[config.mk]
export PLATFORM = sky130hd
export DESIGN_NAME = nbit_cla_full_adder
export DESIGN_NICKNAME = d
export VERILOG_FILES = /design/src/rtl/nbit_cla_full_adder.sv
export SDC_FILE = /design/constraint.sdc
export NUM_CORES = 1
export LEC_CHECK = 0
export CORE_MARGIN = 3
export CORE_UTILIZATION = 31
export CTS_CLUSTER_DIAMETER = 40
export CTS_CLUSTER_SIZE = 8
export DETAILED_ROUTE_END_ITERATION = 12
export PLACE_DENSITY_LB_ADDON = 0.3
export SYNTH_ARGS = -nofsm -noshare
export SYNTH_HDL_FRONTEND = slang
export SYNTH_SLANG_ARGS = --single-unit
[constraint.sdc]
create_clock -name clk -period 2.4 [get_ports clk]
set_clock_uncertainty 0.05 [all_clocks]
set_input_delay 0.36 -clock clk [delete_from_list [all_inputs] [get_ports clk]]
set_output_delay 0.36 -clock clk [all_outputs]
set_load 0.02 [all_outputs]
[src/rtl/nbit_cla_full_adder.sv]
// nbit_cla_full_adder: registered N-bit carry-lookahead adder whose B operand
// passes through a DEPTH-stage shift register before reaching the adder.
// S = A + B(delayed by DEPTH) + cin, registered; used as the PC offset adder.
// Optional feature: define NBIT_CLA_OVF_EN to add a registered signed-overflow
// output (ovf). Without the macro the port and its logic do not exist.
module nbit_cla_full_adder #(
  parameter int N     = 4,
  parameter int DEPTH = 2
) (
  input  logic         clk,
  input  logic         reset,
  input  logic [N-1:0] A,
  input  logic [N-1:0] B,
  input  logic         cin,
  output logic [N-1:0] S,
  output logic         cout
`ifdef NBIT_CLA_OVF_EN
  ,
  output logic         ovf
`endif
);

  // Number of 4-bit lookahead groups; the last one is partial when N % 4 != 0.
  localparam int NG = (N + 3) / 4;
  localparam int NP = 4 * NG;

  logic [N-1:0]  bd;
  logic [N-1:0]  sum;
  logic [NP-1:0] gx;
  logic [NP-1:0] px;
  logic [NG-1:0] grp_g;
  logic [NG-1:0] grp_p;
  logic [NG:0]   grp_c;
  logic [NP:0]   c;

  // B delay line: one register per stage, each stage fed from the previous one.
  genvar gi;
  generate
    for (gi = 0; gi < DEPTH; gi++) begin : g_stage
      logic [N-1:0] stage_reg;
      if (gi == 0) begin : g_head
        // Head stage captures the live B operand.
        always_ff @(posedge clk) begin
          if (reset) stage_reg <= '0;
          else       stage_reg <= B;
        end
      end else begin : g_tail
        // Later stages shift the value one step further down the line.
        always_ff @(posedge clk) begin
          if (reset) stage_reg <= '0;
          else       stage_reg <= g_stage[gi-1].stage_reg;
        end
      end
    end
  endgenerate

  assign bd = g_stage[DEPTH-1].stage_reg;

  // Per-bit generate/propagate, zero-padded up to a whole number of groups so
  // the padded bits neither generate nor propagate a carry.
  always_comb begin
    gx         = '0;
    px         = '0;
    gx[N-1:0]  = A & bd;
    px[N-1:0]  = A ^ bd;
  end

  // First lookahead level: group generate and propagate as sum-of-products.
  always_comb begin
    logic term;
    term  = 1'b0;
    grp_g = '0;
    grp_p = '1;
    for (int k = 0; k < NG; k++) begin
      for (int j = 0; j < 4; j++) begin
        term = gx[4*k+j];
        for (int q = j + 1; q < 4; q++) term = term & px[4*k+q];
        grp_g[k] = grp_g[k] | term;
        grp_p[k] = grp_p[k] & px[4*k+j];
      end
    end
  end

  // Second lookahead level: each group carry-in is a flat function of cin and
  // the group G/P terms, so nothing ripples from group to group.
  always_comb begin
    logic carry;
    logic term;
    carry = 1'b0;
    term  = 1'b0;
    grp_c = '0;
    for (int k = 0; k <= NG; k++) begin
      carry = cin;
      for (int j = 0; j < k; j++) carry = carry & grp_p[j];
      for (int j = 0; j < k; j++) begin
        term = grp_g[j];
        for (int q = j + 1; q < k; q++) term = term & grp_p[q];
        carry = carry | term;
      end
      grp_c[k] = carry;
    end
  end

  // Bit carries inside each group, expanded from that group's carry-in.
  always_comb begin
    logic carry;
    logic term;
    carry = 1'b0;
    term  = 1'b0;
    c     = '0;
    for (int k = 0; k < NG; k++) begin
      for (int j = 0; j < 4; j++) begin
        carry = grp_c[k];
        for (int m = 0; m < j; m++) carry = carry & px[4*k+m];
        for (int m = 0; m < j; m++) begin
          term = gx[4*k+m];
          for (int q = m + 1; q < j; q++) term = term & px[4*k+q];
          carry = carry | term;
        end
        c[4*k+j] = carry;
      end
    end
    c[NP] = grp_c[NG];
  end

  assign sum = px[N-1:0] ^ c[N-1:0];

  // Output register: result and carry-out (plus overflow when enabled).
  always_ff @(posedge clk) begin
    if (reset) begin
      S    <= '0;
      cout <= 1'b0;
`ifdef NBIT_CLA_OVF_EN
      ovf  <= 1'b0;
`endif
    end else begin
      S    <= sum;
      cout <= c[N];
`ifdef NBIT_CLA_OVF_EN
      ovf  <= c[N] ^ c[N-1];
`endif
    end
  end

endmodule

### Yosys cells after proc, flatten, opt, wreduce, memory -nomap -nowiden

Index checks and enable logic that the tools add are counted.

| word-level totals | value |
|---|---|
| flip-flop bits (word level) | 13 |
| input port bits | 11 |
| output and inout bits | 5 |
| logic and storage cells | 30 |

| operators by class | value |
|---|---|
| bitwise logic cells | 26 |

Operators by type and width:

| kind | count |
|---|---|
| bitwise AND 1 bit | 13 |
| bitwise OR 1 bit | 10 |
| XOR 4 bit | 2 |
| bitwise AND 4 bit | 1 |

### Depth between registers and ports, before layout

Gate-level depths: netlist of the first run.

| depth | value |
|---|---|
| depth in word-level cells | 8 |
| mapped depth | 5 |
| gate-level depth less buffers | 5 |

### Least setup slack after synthesis of the first run

No wires, ideal clock.

| timing path | value |
|---|---|
| kind | input port to flip-flop |
| start | in A[0] |
| end | reg S[2] |
| setup time | 0.121 ns |
| arrival | 1.231 ns |
| data required time | 2.229 ns |
| slack | 0.998 ns |
| stages | 5 |
| buffers on the path | 0 |
| cells stage by stage | ha_1 > ha_1 > o21a_1 > nor3_1 > nor3_2 |

| on the way | value |
|---|---|
| longest elaborated chain between the ends | 6 |
| elaborated cells between the ends (all ways) | 8 |
| those cells by class | bitwise: 8 |

Ends and longest elaborated chain:

| element | RTL line | RTL |
|---|---|---|
| start, declared | 12 | `input logic [N-1:0] A,` |
| XOR 4 bit | 65 | `px[N-1:0] = A ^ bd;` |
| bitwise AND 1 bit (2 in series) | 114 | `for (int m = 0; m < j; m++) carry = carry & px[4*k+m];` |
| bitwise OR 1 bit (*) (2 in series) | 118 | `carry = carry \| term;` |
| XOR 4 bit (*) | 126 | `assign sum = px[N-1:0] ^ c[N-1:0];` |
| end signal, assigned | 137 | `S <= sum;` |
| end, declared | 15 | `output logic [N-1:0] S,` |

Every way passes the cells marked *; elsewhere a longest branch is shown, timed or not.
A chain may end at the register's enable or synchronous reset.

### Worst setup path in the final report of the first run

Ends and elaborated chain as after synthesis.

==> results.toml, run 1 <==
[detailed_routing]
dr.first_iter.drc_count = 4
avgViaCountPerCell = 4.557
antenna_left = 0
drc = 0
drt_first_pass_iters = 4
totalWireLength_um = 742
post_drt_wl_per_cell_um = 9.392
detailroute.via_count = 360

[grt]
initial_antenna_violation_count = 0
grt-ovfl-total = 0
grt_first_pass_wirelength_um = 1235
grt_start_max_net_pins = 14
number_of_global_route_vias_before_repair = 318
grt_usage = 0.08340

[worst_setup_path]
rr_startpoint = "bd[0]"
path_max_fanout = 2
cpLargestDelayFamily = "adder cells"
crit_buf_inv = 1
crit_required_ns = 2.49
critical_path_class = "primary input to flip-flop"
critPathMaxStageDelay_ns = 0.45
timing.reg2reg.setup_slack_ns = 0.96
reg2regPathDepth = 5
cells_along_the_critical_path = "clkdlybuf4s50_1, ha_1, ha_1, o21a_1, nor3_1, nor3_2"
cell_type_with_the_highest_occurrence_count_on_the_critical_path = "sky130_fd_sc_hd__ha_1"
cpMaxStageDelayCell = "sky130_fd_sc_hd__clkdlybuf4s50_1"
worst_r2r_endpoint = "S[2]"
worst_setup_start_kind = "primary input"
cp_arrival_ns = 1.77
timing.critical_path.to_type = "flip-flop"

[status]
run_status = "complete, no violations"

[synth]
postSynthRegisterBits = 13
dominantRegCellSynth = "sky130_fd_sc_hd__dfxtp_1"
postSynthAreaPerCell_um2 = 11.48
synth.yosys.seq_area_share = 0.5036
synth-async-reset-ratio = 0
synth.yosys.warnings = 0
yosys.cell_types.count = 17
synth_cells = 45
net_count_synth = 62
synthesis.area_um2 = 516.7
count_of_flip_flops_with_a_built_in_enable_after_synthesis = 0

[power_and_ir_drop]
pwr-share-seq = 0.525
part_of_the_total_power_dissipated_in_combinational_logic = 0.186
power.static_leakage_nw = 0.2866
vdd.ir_drop.worst_mv = 0.3995
cellPowerDensity_nw_per_um2 = 624.3
power.switching_fraction = 0.2382
power.switching_uw = 105.5
p_clk_frac = 0.290
internal_power_uw = 337.4

[cts]
number_of_buffers_inserted_for_hold_repair_after_clock_tree_synthesis = 0
post-cts-setup-buffers = 0
clock_latency_ns = 0.27
clock_tree.htree_level_count = 1
cts-root-buf = "sky130_fd_sc_hd__clkbuf_4"
numClockSinks = 13
cts_repair_resize_count = 0
tritoncts = "yes"
worst_setup_hold_path_clk_slew_ns = 0.08
number_of_buffers_added_by_the_clock_tree_synthesis_step = 3
max-clock-path-buffers = 2

[timing]
final_max_slew_viol_count = 0
fin_worst_hold_slack_ns = 0.3881
final.setup.tns_ns = 0
hold_viol_final = 0
final_number_of_setup_violating_endpoints = 0
tightestPinTransition_ns = 0.5020
fin_crit_ns = 1.680
fin_crit_sh = 0.7001
fmaxAchievable_ghz = 0.5952
rsz0062_at_grt = "false"
max-slew-margin-rel = 0.6643

[layout]
final_cell_area_um2 = 709.4
final_core_utilization = 0.4602
antennaDiodeCount = 0
design.final.nets = 81
flow.area_growth_from_synthesis_pct = 37.29
layout_cell_share_with_drive_strength_beyond_1 = 0.1111

[min_path]
hp-start = "g_stage[0].stage_reg[2]"
path_type_of_the_worst_min_delay_path = "flip-flop to flip-flop"
worst_hold_path.num_cells = 1
endpoint_of_the_worst_hold_timing_path = "bd[2]"

[floorplan]
initial_core_util = 0.3352
floorplan.die.height_um = 46.83
io_pins = 16
row_count = 14
core_um2 = 1541
floorplan.die_area_um2 = 2193
chipWidth_um = 46.83

[placed_design]
gp_congestion = 0.6609
place_area_um2 = 681.9
number_of_input_and_output_port_buffers_inserted = 15
detailedPlacementHpwl_um = 601.1

[flow_run]
drv_cap = 0
==> through the flow <==
stage	total power [mW]	cells	setup WS, ns
6_report	0.4429	79	0.7198
5_1_grt	0.4732	79	0.6539
4_1_cts	0.4512	79	0.7321
3_5_place_dp	0.3211	75	0.4462
3_3_place_gp	0.3198	75	0.4610
2_1_floorplan	0.2834	45	0.9980
==> worst max-delay path by stage <==
stage / startpoint / endpoint / slack [ns] / depth (start not counted)
after floorplan: A[0] / S[2] / 1.0 / 5
after global placement: A[0] / S[2] / 0.46 / 6
after detailed placement: A[0] / S[2] / 0.45 / 6
after CTS: A[0] / S[2] / 0.73 / 6
after global routing: A[0] / S[3] / 0.65 / 6
final: A[0] / S[2] / 0.72 / 6
==> layer usage <==
| metal | global-route usage | wire (um) |
|---|---|---|
| met4 | 0.01657 | 0 |
| met5 | 0 | 0 |
| met3 | 0.06897 | 69 |
| met2 | 0.1247 | 357 |
| met1 | 0.09259 | 315 |
==> power groups by stage <==
stage               combinational [mW]  sequential (mW)  clock (mW)
CTS                             0.0835            0.233       0.135
global route                    0.0898            0.234       0.149
global placement                0.0822            0.238           0
detailed placement              0.0832            0.238           0
finish                          0.0822            0.232       0.128
floorplan                       0.0360            0.247           0
==> cells in the mapped netlist, types with 2 or more instances <==
master	number	area share
sky130_fd_sc_hd__o21a_1	2	0.029
sky130_fd_sc_hd__nor2b_1	9	0.11
sky130_fd_sc_hd__dfxtp_1	13	0.50
sky130_fd_sc_hd__o211ai_1	2	0.029
sky130_fd_sc_hd__ha_1	5	0.12
sky130_fd_sc_hd__nor2_1	3	0.022
==> cell type report <==
class | instances | area [um2]
clock buffers | 3 | 22.52
well taps | 16 | 20.02
fillers | 165 | 832.0
clock inverters | 1 | 5.005
flip-flops and latches | 13 | 260.3
repair buffers | 15 | 150.1
multi-input cells | 31 | 251.5
==> cells in the final DEF (no fill, tap or decap), drive strengths merged <==
master	netlist	layout
clkdlybuf4s50	0	15
dfxtp	13	13
nor2b	9	9
ha	5	5
nor2	3	3
clkbuf	0	3
o21a	2	2
o211ai	2	2
nor3	2	2
a21oi	2	2
xnor2	1	1
a21o	1	1
nand3	1	1
a211o	1	1
a211oi	1	1
fa	1	1
clkinv	0	1
==> cells by family after synthesis <==
logic type | count (synthesis) | synth area share
fa+ha+maj | 6 | 0.1598
compound gates | 9 | 0.1404
flops | 13 | 0.5036
xor+xnor | 1 | 0.01695
buf+inv | 1 | 0.009676
simple gates | 15 | 0.1695
No activity file was read; power rests on OpenSTA's default activity.
==> inputs of run 2 (changes only) <==
==> constraint.sdc (replaced) <==
create_clock -name clk -period 1.4 [get_ports clk]
set_clock_uncertainty 0.05 [all_clocks]
set_input_delay 0.21 -clock clk [delete_from_list [all_inputs] [get_ports clk]]
set_output_delay 0.21 -clock clk [all_outputs]
set_load 0.02 [all_outputs]
==> run 2 against run 1 <==
  * Clock power rose by 78%
  * Routed wire length rose by 23%
  * Critical path depth fell by 1
  * First-iteration DRC count fell by 75%
  * Hold slack improved by 0.0010 ns
  * Final cell count rose by 6.3%
  * Flip-flop and latch count did not move
  * Die area did not move
  * Non-clock buffer count rose by 5
  * Total power rose by 76%
  * Global-route usage rose by 2.0 points
  * Critical path type is now flip-flop to flip-flop
==> results.toml, run 2 (synthesis gave the netlist of run 1 again) <==
[status]
run_status = "complete, no violations"

[grt]
grt_start_max_net_pins = 14
groute.layer.met3.usage = 0.06897
number_of_global_route_vias_before_repair = 342
grt_first_pass_wirelength_um = 1455
grt-ovfl-total = 0
grt_usage = 0.1031
most_crowded_layer_gr = "met2"
initial_antenna_violation_count = 0
grt.met1_usage = 0.1096
met2_usage = 0.1653

[timing]
fin_crit_sh = 0.9583
final_max_slew_viol_count = 0
tightestPinTransition_ns = 0.2157
max-slew-margin-rel = 0.8558
rsz0062_at_grt = "false"
hold_viol_final = 0
final_number_of_setup_violating_endpoints = 0
fmaxAchievable_ghz = 0.7454
fin_crit_ns = 1.342

[layout]
final_common_cell = "sky130_fd_sc_hd__dfxtp_1"
design.final.nets = 86
final_core_utilization = 0.5016
most-common-layout-cells = "12 x sky130_fd_sc_hd__dfxtp_1, 9 x sky130_fd_sc_hd__nor2b_1, 9 x sky130_fd_sc_hd__clkdlybuf4s50_1"
antennaDiodeCount = 0
layout_cell_share_with_drive_strength_beyond_1 = 0.2353
flow.area_growth_from_synthesis_pct = 49.64
final_cell_area_um2 = 773.2

[placed_design]
number_of_input_and_output_port_buffers_inserted = 15
place_area_um2 = 719.4
gp_congestion = 0.6887

[floorplan]
floorplan.die_area_um2 = 2193
row_count = 14
chipWidth_um = 46.83
core_um2 = 1541
initial_core_util = 0.3352
floorplan.die.height_um = 46.83
io_pins = 16

[detailed_routing]
avgViaCountPerCell = 4.738
post_drt_wl_per_cell_um = 10.86
antenna_left = 0
detailroute.via_count = 398
totalWireLength_um = 912
drc = 0
drt_first_pass_iters = 3
dr.first_iter.drc_count = 1

[cts]
clock_latency_ns = 0.27
number_of_buffers_added_by_the_clock_tree_synthesis_step = 3
clock_tree.htree_level_count = 1
max-clock-path-buffers = 2
tritoncts = "yes"
post-cts-setup-buffers = 0
cts-root-buf = "sky130_fd_sc_hd__clkbuf_4"
worst_setup_hold_path_clk_slew_ns = 0.08
numClockSinks = 13
number_of_buffers_inserted_for_hold_repair_after_clock_tree_synthesis = 0

[worst_setup_path]
cp_arrival_ns = 1.50
worst_setup_start_kind = "flip-flop"
timing.critical_path.to_type = "flip-flop"
path_max_fanout = 2
critical_path_class = "flip-flop to flip-flop"
cells_along_the_critical_path = "ha_4, ha_4, o21a_1, o21a_1, nor3_2"
critPathMaxStageDelay_ns = 0.36
cpLargestDelayFamily = "adder cells"
cpMaxStageDelayCell = "sky130_fd_sc_hd__dfxtp_4"
crit_buf_inv = 0
crit_required_ns = 1.56

[power_and_ir_drop]
power_uw = 779.8
power.static_leakage_nw = 0.3309
vdd.ir_drop.worst_mv = 0.6076
cellPowerDensity_nw_per_um2 = 1009

[flow_run]
drv_cap = 0

[min_path]
path_type_of_the_worst_min_delay_path = "flip-flop to flip-flop"
[run 2: cell types whose count changed in the layout (fill, tap and decap cells not counted), sizes merged]
cell / delta
buf: +5
dlygate4sd2: +6
clkdlybuf4s50: -6
[run 2: through the flow]
step | instances | hold slack [ns] | setup slack, ns | TNS (ns)
finish | 84 | 0.3891 | 0.05837 | 0
detailed placement | 80 | 0.3756 | -0.3549 | -1.319
global route | 84 | 0.4024 | 0.01101 | 0
floorplan | 45 | 0.2316 | 0.05705 | 0
CTS | 84 | 0.3947 | 0.06200 | 0
global placement | 80 | 0.3654 | -0.3253 | -1.138
[run 2: area by class of cell]
| class | count | area [um2] |
|---|---|---|
| clock inverters | 1 | 5.005 |
| repair buffers | 20 | 180.2 |
| flip-flops and latches | 13 | 264.0 |
| multi-input cells | 31 | 281.5 |
| fillers | 158 | 768.2 |
| clock buffers | 3 | 22.52 |
| well taps | 16 | 20.02 |
[run 2: metal layers]
layer,vias to the layer above,part of all wire
met3,3,0.090
met1,178,0.40
met2,13,0.50
met4,0,0.0077
li1,204,-
met5,-,0
[run 2: path summary, 6_finish.rpt]
path	cells after the start	start	slack [ns]	to
setup reg to reg	5	bd[0]	0.06	S[2]
hold reg to reg	1	g_stage[0].stage_reg[0]	0.39	bd[0]
setup / recovery	5	bd[0]	0.06	S[2]
hold / removal	1	g_stage[0].stage_reg[0]	0.39	bd[0]
[run 2: what timing repair did]
action                     4_1_cts  5_1_grt
setup endpoints to repair        7        1
hold endpoints to repair         0        0
pin swaps                        2        3
resized for setup               10        2
[run 2: power by group]
part | total (mW) | switching, mW | internal (mW)
registers | 0.398 | 0.00577 | 0.392
logic | 0.154 | 0.0696 | 0.0846
clock network | 0.228 | 0.122 | 0.106
total | 0.780 | 0.197 | 0.582
